==> config.mk <==
export PLATFORM = sky130hd
export DESIGN_NAME = mem_access_unit_flat
export DESIGN_NICKNAME = d
export VERILOG_FILES = /design/src/rtl/mem_access_unit_pkg.sv /design/src/rtl/mem_access_unit_if.sv /design/src/rtl/mem_access_unit_load_extract.sv /design/src/rtl/mem_access_unit.sv /design/src/flat_wrapper.sv
export SDC_FILE = /design/constraint.sdc
export NUM_CORES = 1
export LEC_CHECK = 0
export CORE_AREA = 2 2 109 111
export DETAILED_ROUTE_END_ITERATION = 10
export DIE_AREA = 0 0 111 113
export PLACE_DENSITY = 0.85
export SLEW_MARGIN = 20
export SYNTH_ARGS = -nofsm -noshare
export SYNTH_HDL_FRONTEND = slang
export SYNTH_SLANG_ARGS = --single-unit
==> constraint.sdc <==
create_clock -name i_clk -period 4.6 [get_ports i_clk]
set_input_delay 0.46 -clock i_clk [delete_from_list [all_inputs] [get_ports i_clk]]
set_output_delay 0.46 -clock i_clk [all_outputs]
set_load 0.005 [all_outputs]
==> src/rtl/mem_access_unit_pkg.sv <==
// Shared definitions for the memory-stage load/store unit: RV32I width codes,
// FSM states and the accept-time fault check.
package mem_pkg;

  localparam logic [2:0] F3_B  = 3'b000;
  localparam logic [2:0] F3_H  = 3'b001;
  localparam logic [2:0] F3_W  = 3'b010;
  localparam logic [2:0] F3_BU = 3'b100;
  localparam logic [2:0] F3_HU = 3'b101;

  typedef enum logic [1:0] {
    ST_IDLE = 2'd0,
    ST_REQ  = 2'd1,
    ST_WAIT = 2'd2,
    ST_DONE = 2'd3
  } state_e;

  // Conflicting op bits, width illegal for the op, or misaligned H/W access.
  function automatic logic op_fault(input logic       rd,
                                    input logic       wr,
                                    input logic [2:0] f3,
                                    input logic [1:0] lo);
    logic f;
    f = 1'b0;
    if (rd && wr) begin
      f = 1'b1;
    end else begin
      case (f3)
        F3_B:    f = 1'b0;
        F3_H:    f = lo[0];
        F3_W:    f = |lo;
        F3_BU:   f = wr;
        F3_HU:   f = wr | lo[0];
        default: f = 1'b1;
      endcase
    end
    return f;
  endfunction

endpackage

==> src/rtl/mem_access_unit_if.sv <==
// Request/grant data-memory port between the load/store unit and data memory.
interface mem_access_unit_if;

  logic        dmem_req;
  logic        dmem_we;
  logic [31:0] dmem_addr;
  logic [31:0] dmem_wdata;
  logic [3:0]  dmem_mask;
  logic        dmem_gnt;
  logic        dmem_rvalid;
  logic [31:0] dmem_rdata;

  modport master (
    output dmem_req, dmem_we, dmem_addr, dmem_wdata, dmem_mask,
    input  dmem_gnt, dmem_rvalid, dmem_rdata
  );

  modport slave (
    input  dmem_req, dmem_we, dmem_addr, dmem_wdata, dmem_mask,
    output dmem_gnt, dmem_rvalid, dmem_rdata
  );

endinterface

==> src/rtl/mem_access_unit_load_extract.sv <==
// Selects the addressed byte/halfword of a read word and sign/zero-extends it.
module load_extract
  import mem_pkg::*;
(
  input  logic [31:0] rdata,
  input  logic [2:0]  funct3,
  input  logic [1:0]  addr_lo,
  output logic [31:0] value
);

  logic [7:0]  byte_sel;
  logic [15:0] half_sel;

  always_comb begin
    case (addr_lo)
      2'd0:    byte_sel = rdata[7:0];
      2'd1:    byte_sel = rdata[15:8];
      2'd2:    byte_sel = rdata[23:16];
      default: byte_sel = rdata[31:24];
    endcase
    half_sel = addr_lo[1] ? rdata[31:16] : rdata[15:0];

    case (funct3)
      F3_B:    value = {{24{byte_sel[7]}}, byte_sel};
      F3_BU:   value = {24'h000000, byte_sel};
      F3_H:    value = {{16{half_sel[15]}}, half_sel};
      F3_HU:   value = {16'h0000, half_sel};
      default: value = rdata;
    endcase
  end

endmodule

==> src/rtl/mem_access_unit.sv <==
// Memory-stage load/store unit: accepts one op from execute, drives the
// request/grant data-memory port and registers the extended load result.
module mem_access_unit
  import mem_pkg::*;
(
  input  logic               i_clk,
  input  logic               i_rst_n,
  input  logic               i_mem_valid,
  input  logic               i_mem_read,
  input  logic               i_mem_write,
  input  logic [2:0]         i_funct3,
  input  logic [31:0]        i_addr,
  input  logic [31:0]        i_store_data,
  output logic               o_busy,
  output logic               o_done,
  output logic               o_fault,
  mem_access_unit_if.master  dmem,
  output logic [31:0]        data_read_from_dmem
);

  state_e      state_q, state_d;
  logic        we_q, we_d;
  logic        fault_q, fault_d;
  logic [2:0]  f3_q, f3_d;
  logic [31:0] addr_q, addr_d;
  logic [31:0] wdata_q, wdata_d;
  logic [3:0]  mask_q, mask_d;
  logic [31:0] ld_q, ld_d;
  logic [31:0] ld_ext;
  logic        accept;
  logic        accept_fault;

  assign accept       = (state_q == ST_IDLE) && i_mem_valid && (i_mem_read || i_mem_write);
  assign accept_fault = op_fault(i_mem_read, i_mem_write, i_funct3, i_addr[1:0]);

  load_extract u_load_extract (
    .rdata   (dmem.dmem_rdata),
    .funct3  (f3_q),
    .addr_lo (addr_q[1:0]),
    .value   (ld_ext)
  );

  always_ff @(posedge i_clk or negedge i_rst_n) begin
    if (!i_rst_n) begin
      state_q <= ST_IDLE;
      we_q    <= 1'b0;
      fault_q <= 1'b0;
      f3_q    <= '0;
      addr_q  <= '0;
      wdata_q <= '0;
      mask_q  <= '0;
      ld_q    <= '0;
    end else begin
      state_q <= state_d;
      we_q    <= we_d;
      fault_q <= fault_d;
      f3_q    <= f3_d;
      addr_q  <= addr_d;
      wdata_q <= wdata_d;
      mask_q  <= mask_d;
      ld_q    <= ld_d;
    end
  end

  always_comb begin
    state_d = state_q;
    case (state_q)
      ST_IDLE: if (accept)             state_d = accept_fault ? ST_DONE : ST_REQ;
      ST_REQ:  if (dmem.dmem_gnt)      state_d = we_q ? ST_DONE : ST_WAIT;
      ST_WAIT: if (dmem.dmem_rvalid)   state_d = ST_DONE;
      default:                         state_d = ST_IDLE;
    endcase
  end

  // Lanes are formed at accept time so the request is stable through any grant delay.
  always_comb begin
    we_d    = we_q;
    fault_d = fault_q;
    f3_d    = f3_q;
    addr_d  = addr_q;
    wdata_d = wdata_q;
    mask_d  = mask_q;
    ld_d    = ld_q;
    if (accept) begin
      we_d    = i_mem_write;
      fault_d = accept_fault;
      f3_d    = i_funct3;
      addr_d  = i_addr;
      case (i_funct3[1:0])
        2'b00: begin
          wdata_d = {4{i_store_data[7:0]}};
          mask_d  = 4'b0001 << i_addr[1:0];
        end
        2'b01: begin
          wdata_d = {2{i_store_data[15:0]}};
          mask_d  = i_addr[1] ? 4'b1100 : 4'b0011;
        end
        default: begin
          wdata_d = i_store_data;
          mask_d  = 4'b1111;
        end
      endcase
    end
    if ((state_q == ST_WAIT) && dmem.dmem_rvalid) begin
      ld_d = ld_ext;
    end
  end

  always_comb begin
    o_busy        = accept || (state_q == ST_REQ) || (state_q == ST_WAIT);
    o_done        = (state_q == ST_DONE);
    o_fault       = (state_q == ST_DONE) && fault_q;
    dmem.dmem_req = (state_q == ST_REQ);
    dmem.dmem_we  = (state_q == ST_REQ) && we_q;
  end

  assign dmem.dmem_addr  = {addr_q[31:2], 2'b00};
  assign dmem.dmem_wdata = wdata_q;
  assign dmem.dmem_mask  = mask_q;
  assign data_read_from_dmem = ld_q;

endmodule
==> src/flat_wrapper.sv <==
// flat-port wrapper written by rule: the top's interface ports become plain ports
module mem_access_unit_flat import mem_pkg::*;
  (i_clk, i_rst_n, i_mem_valid, i_mem_read, i_mem_write, i_funct3, i_addr, i_store_data, o_busy, o_done, o_fault, data_read_from_dmem, dmem_dmem_req, dmem_dmem_we, dmem_dmem_addr, dmem_dmem_wdata, dmem_dmem_mask, dmem_dmem_gnt, dmem_dmem_rvalid, dmem_dmem_rdata);
  mem_access_unit_if dmem_i ();
  input  logic i_clk;
  input  logic i_rst_n;
  input  logic i_mem_valid;
  input  logic i_mem_read;
  input  logic i_mem_write;
  input  logic [2:0] i_funct3;
  input  logic [31:0] i_addr;
  input  logic [31:0] i_store_data;
  output logic o_busy;
  output logic o_done;
  output logic o_fault;
  output logic [31:0] data_read_from_dmem;
  output wire logic [$bits(dmem_i.dmem_req)-1:0] dmem_dmem_req;
  output wire logic [$bits(dmem_i.dmem_we)-1:0] dmem_dmem_we;
  output wire logic [$bits(dmem_i.dmem_addr)-1:0] dmem_dmem_addr;
  output wire logic [$bits(dmem_i.dmem_wdata)-1:0] dmem_dmem_wdata;
  output wire logic [$bits(dmem_i.dmem_mask)-1:0] dmem_dmem_mask;
  input wire logic [$bits(dmem_i.dmem_gnt)-1:0] dmem_dmem_gnt;
  input wire logic [$bits(dmem_i.dmem_rvalid)-1:0] dmem_dmem_rvalid;
  input wire logic [$bits(dmem_i.dmem_rdata)-1:0] dmem_dmem_rdata;
  assign dmem_dmem_req = dmem_i.dmem_req;
  assign dmem_dmem_we = dmem_i.dmem_we;
  assign dmem_dmem_addr = dmem_i.dmem_addr;
  assign dmem_dmem_wdata = dmem_i.dmem_wdata;
  assign dmem_dmem_mask = dmem_i.dmem_mask;
  assign dmem_i.dmem_gnt = dmem_dmem_gnt;
  assign dmem_i.dmem_rvalid = dmem_dmem_rvalid;
  assign dmem_i.dmem_rdata = dmem_dmem_rdata;
  mem_access_unit u_core (.i_clk(i_clk), .i_rst_n(i_rst_n), .i_mem_valid(i_mem_valid), .i_mem_read(i_mem_read), .i_mem_write(i_mem_write), .i_funct3(i_funct3), .i_addr(i_addr), .i_store_data(i_store_data), .o_busy(o_busy), .o_done(o_done), .o_fault(o_fault), .dmem(dmem_i), .data_read_from_dmem(data_read_from_dmem));
endmodule
Word-level counts from Yosys, hierarchy flattened
Index checks and enable logic that the tools add are counted.
Word-level totals
  logic and storage cells: 56
  output and inout port bits: 105
  input port bits: 106
  register bits after elaboration: 107
Operators by class
  mux-type cells: 14
  reduce and logical (&&, ||, !) cells: 16
  eq/ne operators: 16
  shift operators: 1
  bitwise logic cells: 1
Operators with widths (number)
  32-bit case mux with 4 select lines: 1
  32-bit case mux with 2 select lines: 1
  8-bit case mux with 3 select lines: 1
  16-bit two-way mux: 1
  3-bit equality test, second input constant: 4
  2-bit two-way mux: 4
  4-bit case mux with 2 select lines: 1
  2-bit by 1-bit equality test with 1-bit output, second input constant: 3
  2-bit equality test, second input constant: 3
  3-bit by 1-bit equality test with 1-bit output, second input constant: 2
  1-bit logical AND: 6
  2-bit logical NOT: 3
  3-bit logical NOT: 2
  2-bit case mux with 3 select lines: 1
  1-bit case mux with 5 select lines: 1
  4-bit two-way mux: 1
  2-bit by 1-bit != test with 1-bit output, second input constant: 2
  1-bit by 2-bit left shift with 4-bit output, first input constant: 1
  3-bit by 2-bit equality test with 1-bit output, second input constant: 1
  1-bit logical OR: 3
  3-bit AND reduction: 1
  1-bit two-way mux: 2
  2-bit != test, second input constant: 1
  2-bit OR reduction: 1
  1-bit bitwise OR: 1

Longest topological paths before layout
  word-level depth: 6
  mapped depth: 8
  mapped depth without buffers: 6

Hierarchy
From an unflattened synthesis, not the netlist that was laid out.
Unflattened totals
  cell total of the unflattened synthesis: 505
  area, all modules: 5630.4 µm²
Modules (own cells, without submodules)
  mem_access_unit: cells each 372, sequential area each 2677.6 µm², area an instance 4660.7 µm², times used 1
  load_extract: cells each 133, sequential area each 0.0 µm², area an instance 969.7 µm², times used 1

Worst setup path after synthesis
No wires, ideal clock.
  path kind: register to output
  from: register u_core.state_q[0]
  to: output port o_busy
  data arrival time: 1409 ps
  required time: 4140 ps
  path buffers: 2
  cell stages (with the launch flop): 7
  slack: 2731 ps
  cell sequence: dfrtp_1 inv_1 ha_1 o211ai_1 buf_2 buf_1 nand2_1
On the way
  cells in the longest elaborated chain, start to end: 5
  elaborated cells on any way between the ends: 7
  classes of those cells: 2 x eq/ne; 5 x reduce/logical
Ends and longest elaborated chain
  start: declaration: RTL line mem_access_unit.sv:21  | state_e state_q, state_d;
  start signal: assignment: RTL line mem_access_unit.sv:54  | state_q <= state_d;
  2-bit logical NOT: RTL line mem_access_unit.sv:33  | assign accept = (state_q == ST_IDLE) && i_mem_valid && (i_mem_read || i_mem_write);
  1-bit logical AND (2 in series): RTL line mem_access_unit.sv:33
  1-bit logical OR: RTL line mem_access_unit.sv:110  | o_busy = accept || (state_q == ST_REQ) || (state_q == ST_WAIT);
  1-bit logical OR *: RTL line mem_access_unit.sv:110
  end: declaration: RTL line flat_wrapper.sv:13  | output logic o_busy;
Every way passes the cells marked *; elsewhere a longest branch is shown, timed or not.

Worst setup path in the final report
  from: register u_core.state_q[0]
  to: register u_core.ld_q[26] (netlist: u_core.data_read_from_dmem[26])
On the way
  cells in the longest elaborated chain, start to end: 2
Ends and longest elaborated chain
  2-bit equality test: RTL line mem_access_unit.sv:104  | if ((state_q == ST_WAIT) && dmem.dmem_rvalid) begin
  1-bit logical AND: RTL line mem_access_unit.sv:104
  end signal: assignment: RTL line mem_access_unit.sv:61  | ld_q <= ld_d;
  end: declaration: RTL line mem_access_unit.sv:28  | logic [31:0] ld_q, ld_d;
No other way between the ends.
A chain may end at the register's enable or synchronous reset.

==> results list <==
* Tmin final: ~2.5 ns
- Buffers inserted during clock tree synthesis total 9.
- Yosys cell types: 33
- Number of setup violations in the final report: 0
- Top metal layer carrying routed signals: met4
- Num ports: ~210
* #FFs+latches synth: around 110
- The setup path with the least slack is of type reg2reg.
- Capturing element type of the critical path: flip-flop
- The filler cells instantiated in the layout total 900.
* Count of buffers from port buffering: ~210
- Overall routing resource usage: a little under a quarter
- Leakage: between 3 and 4 nW
* Share of synthesized flip-flops with an asynchronous set or reset: 100%
- Register share of total power: 37.7%
- Longest Clk Path Bufs: 2
- In the finished design, the share of the clock period the worst path needs comes to a little under three fifths.
- Leaving out fill and tap cells, the most frequent cells in the layout are sky130_fd_sc_hd__clkdlybuf4s50_1, sky130_fd_sc_hd__dfrtp_1, sky130_fd_sc_hd__nand2_1, sky130_fd_sc_hd__mux2_2, sky130_fd_sc_hd__o21ai_0.
- Summing the sequential cell areas from Yosys gives between 50% and 60% of the chip area.
- Remaining Overflow, GRT: 0
- The run finished with clean final reports.
* Final setup skew: 0.00604 ns
- Max-cap violations: 0
- Power density of the placed cells: about 600 mW/mm²
- Detailed routing placed a total of roughly 7000 µm of wire on met2.
- In this run the vertical extent of the chip is 113 µm.
- Max-slew violations: 0
* Initial DRT Pass Iterations: 4
- The floorplan step defined a core boundary enclosing 0.0113 mm².
* Number of sinks on the clock net: approximately 110
- Sum of negative setup slack: 0 ns
- Root buffer selected by CTS: sky130_fd_sc_hd__clkbuf_16
- Final worst-path setup slack: just over 2 ns
* Relative max-transition margin: between 30% and 40%
* Dpl hpwl: 10400 µm
- Required time of the critical path: 4.87 ns
- Antenna violations before repair: 0
- Net switching is approximately a third of the power.
- Yosys mapped a number of flops with a built-in enable equal to 0.
- The internal portion of the total power is 3.03 mW.
* Post-CTS resize count: 0
* Proportion of power drawn by combinational gates: a little under half
* Critical path peak fanout: 26
* Reg2Reg Setup Slack: ~2.1 ns
- Routed wire length on met3: between 1000 and 1500 µm
* Hold WC Path Type: in2async
- In the final routing, the length of wire on met1 measures between 5000 and 6000 µm.
* Yosys Warn Count: 0
- On the final layout, the worst hold slack is between 0.2 and 0.25 ns.
- For the pin with the worst max-slew slack, the measured transition is about 0.91 ns.
- Wires add up to 14100 µm.
* Total DRC errors in the routed layout: 0
* Die outline width: between 100 and 150 µm
- Setup repair after global routing left no endpoint under its margin.
* Clock-pin slew of the registers on the worst-case setup and hold paths: roughly 0.070 ns
- The final route contains between 4000 and 5000 vias.
- The clock reaches the later pin of the worst-skew pair after ~0.34 ns.
- Power share of the clock group: 15.6%
* Post-synth top flop: sky130_fd_sc_hd__dfrtp_1
- Count of mapped cells out of synthesis: roughly 500
- In this run, post-CTS hold repair placed 0 buffers.
* Pin count of the biggest net entering global routing: roughly 100
* Peak Freq: ~0.40 GHz
* Post-synthesis to final-layout area growth: 41.7%
- Vias in the first global route: approximately 4500
- The library cell used most frequently in the layout, excluding fill and tap cells, is sky130_fd_sc_hd__clkdlybuf4s50_1.
- The repair_antennas step left the layout with diodes totalling 0.
- WL/cell: 17.5 µm
- Share of post-route cells with drive strength above 1: 12.7%
* Starting density of the core: between 40% and 50%
* H-Tree Level Count: 3
* Startpoint type of the worst setup path: flip-flop
- The final hold violation count is 0.
- Post-placement setup slack: approximately 1.8 ns
- Routability-driven placement finished with a final weighted congestion of roughly 0.83.
- Per-cell via count in the routed design: approximately 5.3
- Data on the critical path arrives at its endpoint at roughly 2.8 ns.
* Post-CTS repair timing setup buffer count: 0
- Switching component of the power: between 1 and 1.5 mW
- Initial DRC Count: about 200
- TritonCTS built the clock tree.
- Averaged over all synthesized cells, the footprint is about 11 µm².
* First-pass GRT wire length: about 23000 µm
- Across the VDD grid, the largest voltage drop is 330 µV.
* Number of standard-cell rows in the floorplan: 39
- The mapped netlist covers ~0.0052 mm².
- Residual antenna-violating net count after detailed routing: 0
- Die Outline Area: roughly 0.013 mm²
- The net count of the finished layout is 767.
* Final core utilization: approximately two thirds
-- sequential cells by signal, summed over array words and instances (netlist names) --
register,count
u_core.dmem.dmem_wdata,32
u_core.fault_q,1
u_core.we_q,1
u_core.data_read_from_dmem,32
u_core.addr_q,32
u_core.dmem.dmem_mask,4
u_core.f3_q,3
u_core.state_q,2
-- critical path, stage by stage, from the launching register on --
cell,delay [ns]
sky130_fd_sc_hd__dfrtp_1,0.41
sky130_fd_sc_hd__inv_1,0.10
sky130_fd_sc_hd__ha_1,0.22
sky130_fd_sc_hd__nand2_1,0.54
sky130_fd_sc_hd__or4_1,1.00
sky130_fd_sc_hd__nand3_1,0.19
-- area by class of cell --
cell class | instances | area [µm²] | area share (%)
clock buffers | 13 | 240 | 3.24
well taps | 143 | 179 | 2.41
flip-flops and latches | 107 | 2680 | 36.1
inverters | 5 | 18.8 | 0.253
clock inverters | 3 | 15.0 | 0.202
repair buffers | 213 | 2130 | 28.7
multi-input cells | 321 | 2150 | 29.1
-- cells in the mapped netlist (9+ instances only) --
cell type	number	share of area, %
sky130_fd_sc_hd__clkbuf_1	15	1.1
sky130_fd_sc_hd__o21ai_0	47	4.5
sky130_fd_sc_hd__mux2i_1	29	5.5
sky130_fd_sc_hd__nand3_2	10	1.9
sky130_fd_sc_hd__nand3b_1	9	1.3
sky130_fd_sc_hd__a21oi_1	31	3.0
sky130_fd_sc_hd__nand3_1	22	2.1
sky130_fd_sc_hd__buf_4	32	4.6
sky130_fd_sc_hd__nand2_1	60	4.3
sky130_fd_sc_hd__buf_2	9	0.86
sky130_fd_sc_hd__dfrtp_1	107	51
sky130_fd_sc_hd__nor2_1	24	1.7
sky130_fd_sc_hd__mux2_2	51	11
-- power groups by stage --
| stage | clock, mW | sequential [mW] | combinational [mW] |
|---|---|---|---|
| global placement | 0 | 1.68 | 2.04 |
| finish | 0.697 | 1.68 | 2.08 |
| global route | 0.752 | 1.74 | 2.27 |
| detailed placement | 0 | 1.71 | 2.09 |
| CTS | 0.713 | 1.69 | 2.11 |
| floorplan | 0 | 1.64 | 1.11 |
-- metal layers --
layer	GRT usage, %	vias to the layer above
li1	-	1987
met4	7.25	0
met1	25.2	2071
met5	0	-
met3	9.11	21
met2	40.2	168
-- cells by family (layout without fill, tap and decap cells) --
kind of cell	Yosys count	count (layout)	share of synthesized area (%)
multiplexers	83	83	17.5
AO/OA/AOI/OAI	84	84	8.46
adder cells (fa/ha/maj)	4	4	0.956
other	1	2	0.0717
buffers and inverters	69	234	7.75
flip-flops	107	107	51.2
AND/OR/NAND/NOR	148	148	14.1
-- final timing paths --
check / depth (start not counted) / startpoint / to
worst max-delay path: 5 / u_core.state_q[0]$_DFFE_PN0P_ / u_core.data_read_from_dmem[26]$_DFFE_PN0P_
worst min-delay path: 1 / i_rst_n / u_core.addr_q[29]$_DFFE_PN0P_
worst max register to register: 5 / u_core.state_q[0]$_DFFE_PN0P_ / u_core.data_read_from_dmem[26]$_DFFE_PN0P_
worst min register to register: 2 / u_core.data_read_from_dmem[1]$_DFFE_PN0P_ / u_core.data_read_from_dmem[1]$_DFFE_PN0P_
max in group asynchronous: 2 / i_rst_n / u_core.dmem.dmem_wdata[0]$_DFFE_PN0P_
min in group i_clk: 2 / u_core.data_read_from_dmem[1]$_DFFE_PN0P_ / u_core.data_read_from_dmem[1]$_DFFE_PN0P_
-- per-stage QoR --
stage          power, mW  instances  cell area (µm²)
3_3_place_gp        3.71        789             7160
2_1_floorplan       2.75        497             5240
5_1_grt             4.77        805             7410
4_1_cts             4.51        805             7410
6_report            4.46        805             7410
3_5_place_dp        3.80        789             7160
Power figures use the tool's default switching activity.
==> patch: new RTL, same settings <==
Re-encode `state_e` (4 states) as one-hot, 4 bits wide.
--- a/src/rtl/mem_access_unit_pkg.sv
+++ b/src/rtl/mem_access_unit_pkg.sv
@@ -9,9 +9,9 @@
   localparam logic [2:0] F3_HU = 3'b101;
 
-  typedef enum logic [1:0] {
-    ST_IDLE = 2'd0,
-    ST_REQ  = 2'd1,
-    ST_WAIT = 2'd2,
-    ST_DONE = 2'd3
+  typedef enum logic [3:0] {
+    ST_IDLE = 4'b0001,
+    ST_REQ  = 4'b0010,
+    ST_WAIT = 4'b0100,
+    ST_DONE = 4'b1000
   } state_e;
 
Function: no difference found for any inputs over 4 cycles, from zero or initial values and one cycle with i_rst_n low; so few cycles prove little.
==> patch against the unedited design <==
Worst hold slack worse by 71 ps. Core utilization up 1.4 points. Sequential cell count up 2. Worst setup slack worse by 250 ps. Die area unchanged. Total power down 9.8%. Wire length down 3.3%. Critical path depth down 1. Cell area up 2.2%. Synthesized area up 0.65%. Non-clock buffer count unchanged.
==> patch: results (changes against the unedited design) <==
The length in cells of the worst reg-to-reg path came out at 4 (-1). The per-cell via count in the routed design is 5.18 (-1.7%). The worst reg2reg path startpoint is u_core.state_q[3]. The worst clock skew is 6.77 ps (+0.729 ps). The leakage power came out at 3.36 nW (+4.3%). The detailed-routing iteration count for the pre-antenna-repair pass came out at 4 (unchanged). In this run the clock root is driven by a sky130_fd_sc_hd__clkbuf_16. The post-CTS setup-driven buffer insertion count is 0 (unchanged).

The H-tree depth came out at 3 (unchanged). The register-to-register path setup slack came to 1820 ps (-250 ps). Among all stages on the critical path, the largest delay is contributed by sky130_fd_sc_hd__a21oi_2. The via count of the first global-routing pass came out at 4361 (-3.4%). The type of the most critical hold path is input port to asynchronous set/reset pin. The port buffer count was 208 (unchanged). The gate count after technology mapping was 499 (+0.60%).

The final setup TNS is 0 ps (unchanged). The final RePlAce weighted congestion was 0.826 (-0.85%). The number of distinct library cells after synthesis came out at 37 (+12%). The cell count after placement is 794 (+0.63%). In the synthesized netlist, the cells that appear most often are sky130_fd_sc_hd__dfrtp_1, sky130_fd_sc_hd__nand2_1, sky130_fd_sc_hd__mux2_2. The reg-to-reg critical path endpoint is u_core.data_read_from_dmem[17]. The share of final-layout standard cells stronger than drive strength 1 is 0.117 (-0.0101). The worst vdd rail ir drop is 0.000320 V (-3.0%).

The count of non-filler cells in the finished layout is 811 (+0.75%). The flow ran to the end, and the final reports show no timing, DRC or antenna violations. The number of filler instances in the final layout is 867 (-3.7%). The remaining antenna violation count after routing is 0 (unchanged). The maximum fanout count along the critical path is 26 (unchanged). The relative slew slack is 0.326 (-0.0635).

The total of endpoints with negative setup slack in the final report came out at 0 (unchanged). The stage delay of the slowest cell on the critical path came out at 900 ps (-100 ps). The number of violations reported at the end of detailed-routing iteration 0 came to 237 (+20%).

The initial antenna violation count is 0 (unchanged). The clock tree buffer depth came out at 2 (unchanged). The later pin in the worst-skew pair is clocked with a latency of 350 ps. The arrival time reported for the critical path endpoint came to 2960 ps (+160 ps). The number of nets in the final layout came out at 769 (+0.26%). The detailed placement HPWL came out at 9900 um (-4.7%). On the critical path the largest part of the delay comes from simple AND/OR/NAND/NOR gates. The setup slack after placement is 1310 ps (-497 ps).

The total global routing track utilization is 0.218 (-0.00974). The number of buffers inserted during clock tree synthesis is 9 (unchanged). The fraction of registers with async set or reset after synthesis is 1.00 (unchanged).

The first-pass GRT wire length is 21900 um (-3.3%). The number of cells upsized or downsized after cts is 0 (unchanged). The number of inserted diodes is 0 (unchanged). The clock slew seen by the registers of the worst setup and hold paths came out at 70 ps (about the same).

The largest net degree at the start of global routing is 104 (unchanged). The wire length after detailed routing is 13600 um (-3.3%). The number of warnings printed during yosys synthesis came out at 0 (unchanged).

The part of the Yosys area used for sequential elements is 0.518 (+0.00646). Yosys attributes the largest share of cell area to sky130_fd_sc_hd__dfrtp_1, sky130_fd_sc_hd__mux2_2, sky130_fd_sc_hd__mux2i_1, sky130_fd_sc_hd__o21ai_0, sky130_fd_sc_hd__buf_4.
[patch: cell count changes in the layout (fill, tap and decap cells not counted), sizes merged, moves of 4 or more]
cell / change
a21o: +7
a221oi: +7
bufinv: +4
clkbuf: -4
ha: -4
inv: +8
mux2: -4
mux2i: +7
nand2b: +4
nand3: -30
nand3b: -9
nor2: +7
or3: -4
[patch: cell families after synthesis]
kind of cell | Yosys count | share of synthesized area
other | 1 | 0.000712
AND/OR/NAND/NOR | 125 | 0.108
flip-flops | 109 | 0.518
multiplexers | 86 | 0.177
AO/OA/AOI/OAI | 104 | 0.114
buffers and inverters | 74 | 0.0827
[patch: worst max path at each step]
stage	from	end	slack [ps]
floorplan	u_core.state_q[0]	o_busy	2720
CTS	u_core.state_q[3]	u_core.data_read_from_dmem[17]	1460
detailed placement	dmem_dmem_rvalid	u_core.data_read_from_dmem[23]	1310
global route	u_core.state_q[3]	u_core.data_read_from_dmem[17]	1590
global placement	dmem_dmem_rvalid	u_core.data_read_from_dmem[23]	1490
finish	u_core.state_q[3]	u_core.data_read_from_dmem[17]	1820
[patch: where the power goes]
part | internal [mW] | switching (mW) | leakage, nW
combinational | 0.963 | 0.584 | 1.82
sequential | 1.30 | 0.239 | 1.37
clock | 0.585 | 0.348 | 0.175
[patch: worst register-to-register path, cell delays in order (launching register included)]
cell and delay, ps:
sky130_fd_sc_hd__dfrtp_1 460, sky130_fd_sc_hd__nor2_1 300, sky130_fd_sc_hd__nand3_1 770, sky130_fd_sc_hd__a21oi_2 910, sky130_fd_sc_hd__a21oi_1 180
[patch: layout make-up]
cell class | instances | area share
multi-input cells | 317 | 0.280
flip-flops and latches | 109 | 0.360
repair buffers | 213 | 0.282
inverters | 13 | 0.00644
well taps | 143 | 0.0236
clock buffers | 9 | 0.0297
clock inverters | 7 | 0.0182
[patch: stage by stage]
step                cell area, sq um   util  hold slack [ps]
CTS                             7540  0.669              180
detailed placement              7180  0.637              462
global route                    7580  0.672              210
finish                          7580  0.672              141
global placement                7180  0.637              458
floorplan                       5270      -              164
[patch: routing by layer]
metal	share of wire	up-vias	track usage
li1	-	2006	-
met1	0.40	2011	0.262
met3	0.078	21	0.0562
met2	0.50	166	0.378
met5	0	-	0
met4	0.021	0	0.0808
